===== src/rtl/map_addr_latch_mc.sv =====
// Address-latch multicart mapper: a $8000-$FFFF write latches bank/mode/mirror/lock from the address bus.
// Registers load on negedge m2; mapping and save-state reads are combinational; no backpressure.
module map_addr_latch_mc #(
   parameter int         PRG_W    = 3,
   parameter int         CHR_W    = 3,
   parameter bit         RMW_FILT = 1'b1,
   parameter bit         LOCK_EN  = 1'b1,
   parameter logic [7:0] MAP_IDX  = 8'd58
) (
   input  logic                m2,
   input  logic                map_rst,
   input  logic [15:0]         cpu_addr,
   input  logic [7:0]          cpu_dat,
   input  logic                cpu_rw,
   input  logic                cpu_ce,
   input  logic [13:0]         ppu_addr,
   input  logic                ppu_we,
   input  logic                cfg_chr_ram,
   input  logic                ss_act,
   input  logic                ss_we,
   input  logic [7:0]          ss_addr,
   output logic [7:0]          ss_rdat,
   output logic [14+PRG_W-1:0] prg_addr,
   output logic [13+CHR_W-1:0] chr_addr,
   output logic                ciram_a10,
   output logic                ciram_ce,
   output logic                chr_we
);

   localparam int MODE_B = PRG_W + CHR_W;
   localparam int MIR_B  = MODE_B + 1;
   localparam int LOCK_B = MODE_B + 2;

   logic [PRG_W-1:0] prg;
   logic [CHR_W-1:0] chr;
   logic             mode;
   logic             mir;
   logic             lock;
   logic             wr_prev;

   logic             rom_wr;
   logic             filt;
   logic [PRG_W-1:0] prg_sel;
   logic             unused_bits;

   assign rom_wr      = !cpu_ce && !cpu_rw;
   assign filt        = RMW_FILT && wr_prev;
   assign unused_bits = cpu_addr[15];

   always_ff @(negedge m2) begin
      if (ss_act) begin
         // Save-state restore bypasses reset, lock and the RMW filter.
         if (ss_we) begin
            case (ss_addr)
               8'd0: prg <= PRG_W'(cpu_dat);
               8'd1: chr <= CHR_W'(cpu_dat);
               8'd2: begin
                  mode <= cpu_dat[0];
                  mir  <= cpu_dat[1];
                  lock <= LOCK_EN && cpu_dat[2];
               end
               8'd3: wr_prev <= cpu_dat[0];
               default: ;
            endcase
         end
      end else if (map_rst) begin
         prg     <= '0;
         chr     <= '0;
         mode    <= 1'b0;
         mir     <= 1'b0;
         lock    <= 1'b0;
         wr_prev <= 1'b0;
      end else begin
         // Filtered writes still count as the previous write, so a run of ROM writes only takes the first.
         wr_prev <= rom_wr;
         if (rom_wr && !lock && !filt) begin
            prg  <= cpu_addr[PRG_W-1:0];
            chr  <= cpu_addr[MODE_B-1:PRG_W];
            mode <= cpu_addr[MODE_B];
            mir  <= cpu_addr[MIR_B];
            lock <= LOCK_EN && cpu_addr[LOCK_B];
         end
      end
   end

   always_comb begin
      ss_rdat = 8'hFF;
      case (ss_addr)
         8'd0:   ss_rdat = 8'(prg);
         8'd1:   ss_rdat = 8'(chr);
         8'd2:   ss_rdat = {5'd0, lock, mir, mode};
         8'd3:   ss_rdat = {7'd0, wr_prev};
         8'd127: ss_rdat = MAP_IDX;
         default: ss_rdat = 8'hFF;
      endcase
   end

   // 32KB mode replaces the bank LSB with A14.
   always_comb begin
      prg_sel = mode ? prg : ((prg & ~PRG_W'(1)) | PRG_W'(cpu_addr[14]));
   end

   assign prg_addr  = {prg_sel, cpu_addr[13:0]};
   assign chr_addr  = {chr, ppu_addr[12:0]};
   assign ciram_a10 = mir ? ppu_addr[11] : ppu_addr[10];
   assign ciram_ce  = !ppu_addr[13];
   assign chr_we    = cfg_chr_ram && !ppu_we && !ppu_addr[13];

endmodule

===== config.mk =====
export PLATFORM = sky130hd
export DESIGN_NAME = map_addr_latch_mc
export DESIGN_NICKNAME = d
export VERILOG_FILES = /design/src/rtl/map_addr_latch_mc.sv
export SDC_FILE = /design/constraint.sdc
export NUM_CORES = 1
export LEC_CHECK = 0
export CAP_MARGIN = 25
export CORE_MARGIN = 3
export CORE_UTILIZATION = 38
export CTS_BUF_LIST = sky130_fd_sc_hd__clkbuf_16
export CTS_CLUSTER_DIAMETER = 120
export CTS_CLUSTER_SIZE = 16
export DETAILED_ROUTE_END_ITERATION = 10
export DONT_BUFFER_PORTS = 1
export MAX_ROUTING_LAYER = met4
export SYNTH_ARGS = -nofsm -noshare
export SYNTH_HDL_FRONTEND = slang
export SYNTH_SLANG_ARGS = --single-unit

===== constraint.sdc =====
create_clock -name m2 -period 1.7 [get_ports m2]
set_clock_uncertainty 0.2 [all_clocks]
set_input_delay 0.17 -clock m2 [delete_from_list [all_inputs] [get_ports m2]]
set_output_delay 0.17 -clock m2 [all_outputs]
set_load 0.05 [all_outputs]

Word-level counts from Yosys, hierarchy flattened
Cells that the tools add are included.
{"block": "classes", "eq_ne": 9, "n_bitwise": 1, "reduce_logical": 17, "mux": 32}
{"operator": "$pmux 8 s5", "count": 1}
{"operator": "$mux 3", "count": 11}
{"operator": "$mux 1", "count": 20}
{"operator": "$eq 8x2->1 const B", "count": 2}
{"operator": "$ne 2x1->1 const B", "count": 5}
{"operator": "$reduce_and 3->1", "count": 3}
{"operator": "$eq 8x1->1 const B", "count": 1}
{"operator": "$eq 8x7->1 const B", "count": 1}
{"operator": "$logic_not 8->1", "count": 1}
{"operator": "$logic_not 1->1", "count": 6}
{"operator": "$logic_and 1x1->1", "count": 5}
{"operator": "$or 3x1->3", "count": 1}
{"operator": "$reduce_bool 3->1", "count": 1}
{"operator": "$reduce_and 2->1", "count": 1}
{"block": "totals", "ff_bits": 10, "out_inout_bits": 44, "wordCells": 65, "inputBits": 54}

Logic depth before layout (Yosys ltp)
{"block": "depth", "word_depth": 7, "mapped_depth": 5, "ltp_nobuf": 4}

==> flow_metrics.py <==
metrics = {
    "outcome": {
        "status": "finished with violations",
        "violations": "negative setup slack",
    },
    "critical_path": {
        "cp_max_fo": 2,
        "slowest_stage": "mux4_2",
        "critPathArrivalTime_ns": 2.29,
        "reg2reg_from": "filt",
        "cp-end-kind": "output pin",
        "worst-setup-path-type": "flop to output pin",
        "path_buf_inv": 0,
        "critical_path.max_stage_delay_ns": 0.49,
        "startpoint_type": "flop",
        "cp.required_ns": 1.33,
        "crit_chain": "mux4_2 -> nand3_2 -> o21ai_4",
        "crit_family": "multiplexers",
        "critical_path.startpoint": "chr[0]",
    },
    "global_route": {
        "track_usage_pct": 14.8,
        "grt_max_degree": 15,
        "grt_pass1_vias": 648,
        "grt_pass1_wl_um": 2900,
        "grt_antenna_before_repair": 0,
        "grt_overflow": 0,
    },
    "power_and_ir_drop": {
        "ir_worst_vdd_uv": 570,
        "p_per_area_nw_per_um2": 851,
        "leakagePower_uw": 0.000483,
    },
    "routing": {
        "dr.pass1.iters": 3,
        "post_drt_wl_per_cell_um": 17.6,
        "antenna_left": 0,
        "dr_total_vias": 670,
        "drc": 0,
        "wl_um": 2160,
        "initialDrtViolationCount": 7,
        "vias_per_cell": 5.45,
    },
    "min_path": {
        "hold_path.class": "input pin to output pin",
        "hp-start": "ppu_addr[3]",
    },
    "yosys": {
        "yosysTopAreaCell": "edfxtp_1",
        "synth_area_leaders": "edfxtp_1, buf_4, a22o_1",
        "synth_nets": 144,
        "synth_seq_area_share_pct": 32.7,
        "synthArstFlopShare_pct": 0,
        "synth.avg_cell_area_um2": 10.2,
        "yosysTopAreaCellShare_pct": 32.7,
        "synth.distinct_cells": 32,
        "ys_ff_latch": 10,
        "synth_common_cells": "buf_4, a22o_1, edfxtp_1, nor2_1",
        "yosysWarnings": 0,
        "yosys_most_used_dff": "edfxtp_1",
        "synth_edf_count": 10,
        "synthCells": 90,
        "synth.most_common_cell": "buf_4",
        "syn-cell-area_um2": 917,
    },
    "place": {
        "hpwlAfterDp_um": 1660,
        "placed_cells": 107,
        "dpl_cell_area_um2": 933,
        "port-buffer-count": 0,
        "place.gp.congestion": 0.732,
        "dp_slack_ns": -0.734,
    },
    "finish": {
        "fill_cells": 229,
        "stdcell_area_um2": 1160,
        "final_nets": 150,
        "ff_latch_area_um2": 300,
        "final_cells": 123,
        "multi_input_area_um2": 424,
        "syn_to_final_growth_pct": 26.5,
        "drive_gt1_share_pct": 50.5,
        "antenna_cells": 0,
    },
    "sta": {
        "finalSetupViolCount": 20,
        "report.final.slew_viol_count": 0,
        "finalHoldViolCount": 0,
        "worst_slack_ns": -0.958,
        "relSlewSlack_pct": 57.4,
        "worst_pin_slew_ns": 0.638,
        "rsz0062_at_grt": "yes",
    },
    "cts": {
        "clock_path_buffers": 2,
        "cts_inserted_buffers": 3,
        "cts.clk_slew.worst_paths_ns": 0.03,
        "cts_root_buffer": "clkbuf_16",
        "cts_tree": "done",
        "clkLatencyLatePin_ns": 0.31,
        "htreeDepth": 1,
        "clkSinkCount": 10,
    },
    "die": {
        "num_rows": 17,
        "initial_core_util_pct": 40.7,
        "core_um2": 2250,
        "die_y_um": 55.1,
        "dieArea_um2": 3040,
        "boundaryPins": 98,
        "die_x_um": 55.1,
    },
    "flow_run": {
        "drv_cap": 0,
    },
}
## area by class of cell
type	instances	share of cell area, %
inverter	2	1.29
clock buffer	3	6.47
clock inverter	11	3.67
tap	28	3.02
multi-input combinational	42	36.6
sequential	10	25.9
timing repair buffer	27	23.1
## registers in the layout, summed over array words and instances (netlist names)
signal,cells
chr,3
filt,1
lock,1
mir,1
mode,1
prg,3
## power by group
group,switching [µW],internal (µW),total (µW)
Sequential,7.58,292,299
Clock,170,343,513
Combinational,90.5,83.6,174
## repair_timing
action                     in CTS  in global routing
setup endpoints to repair      20                 20
gates cloned                    0                  0
pin swaps                       1                  0
buffers inserted                5                  3
hold buffers                    0                  0
hold endpoints to repair        0                  0
resized for setup              13                  6
## layer usage
layer / vias to the layer above / part of all wire (%) / GRT usage, % / wire length [µm]
met1: 298 / 35 / 15.0 / 749
met4: 0 / 5.7 / 15.4 / 123
li1: 305 / - / - / -
met3: 16 / 12 / 5.09 / 256
met2: 51 / 48 / 21.3 / 1030
met5: - / 0 / - / 0
## worst paths after layout
check	end	slack, ns	cells past startpoint
worst min register to register	mir	1.11	4
worst min-delay path	chr_addr[3]	0.14	0
worst max-delay path	ss_rdat[0]	-0.96	3
worst max register to register	prg[1]	-0.16	5
## worst reg2reg max path, stage by stage (launching register included)
cell and delay, ns:
edfxtp_1 0.38, buf_4 0.14, buf_4 0.11, nor4_1 0.26, o21bai_1 0.26, o31ai_4 0.17
## stage by stage
stage               utilization (%)  hold slack, ns  total power (µW)  setup TNS, ns
floorplan                         -           0.307               638         -10.70
global placement               41.4           0.140               488         -10.28
detailed placement             41.4           0.140               489         -10.69
CTS                            50.1           0.140              1000         -10.13
global route                   51.4           0.140              1030         -10.96
finish                         51.4           0.140               987          -9.93
## cells in the final DEF (no fill, tap or decap), types with 3 or more instances in the layout
cell       instances
inv_1             11
nor2_1             3
edfxtp_1          10
buf_6              6
buf_4             16
o21ai_4            4
buf_8              4
clkbuf_16          3
a22o_1            10
## cells by family after synthesis
| logic type | share of synthesized area (%) |
|---|---|
| mux | 7.09 |
| compound gates | 17.1 |
| buf+inv | 29.6 |
| flops | 32.7 |
| simple gates | 13.5 |
No activity file was read; power rests on OpenSTA's default activity.
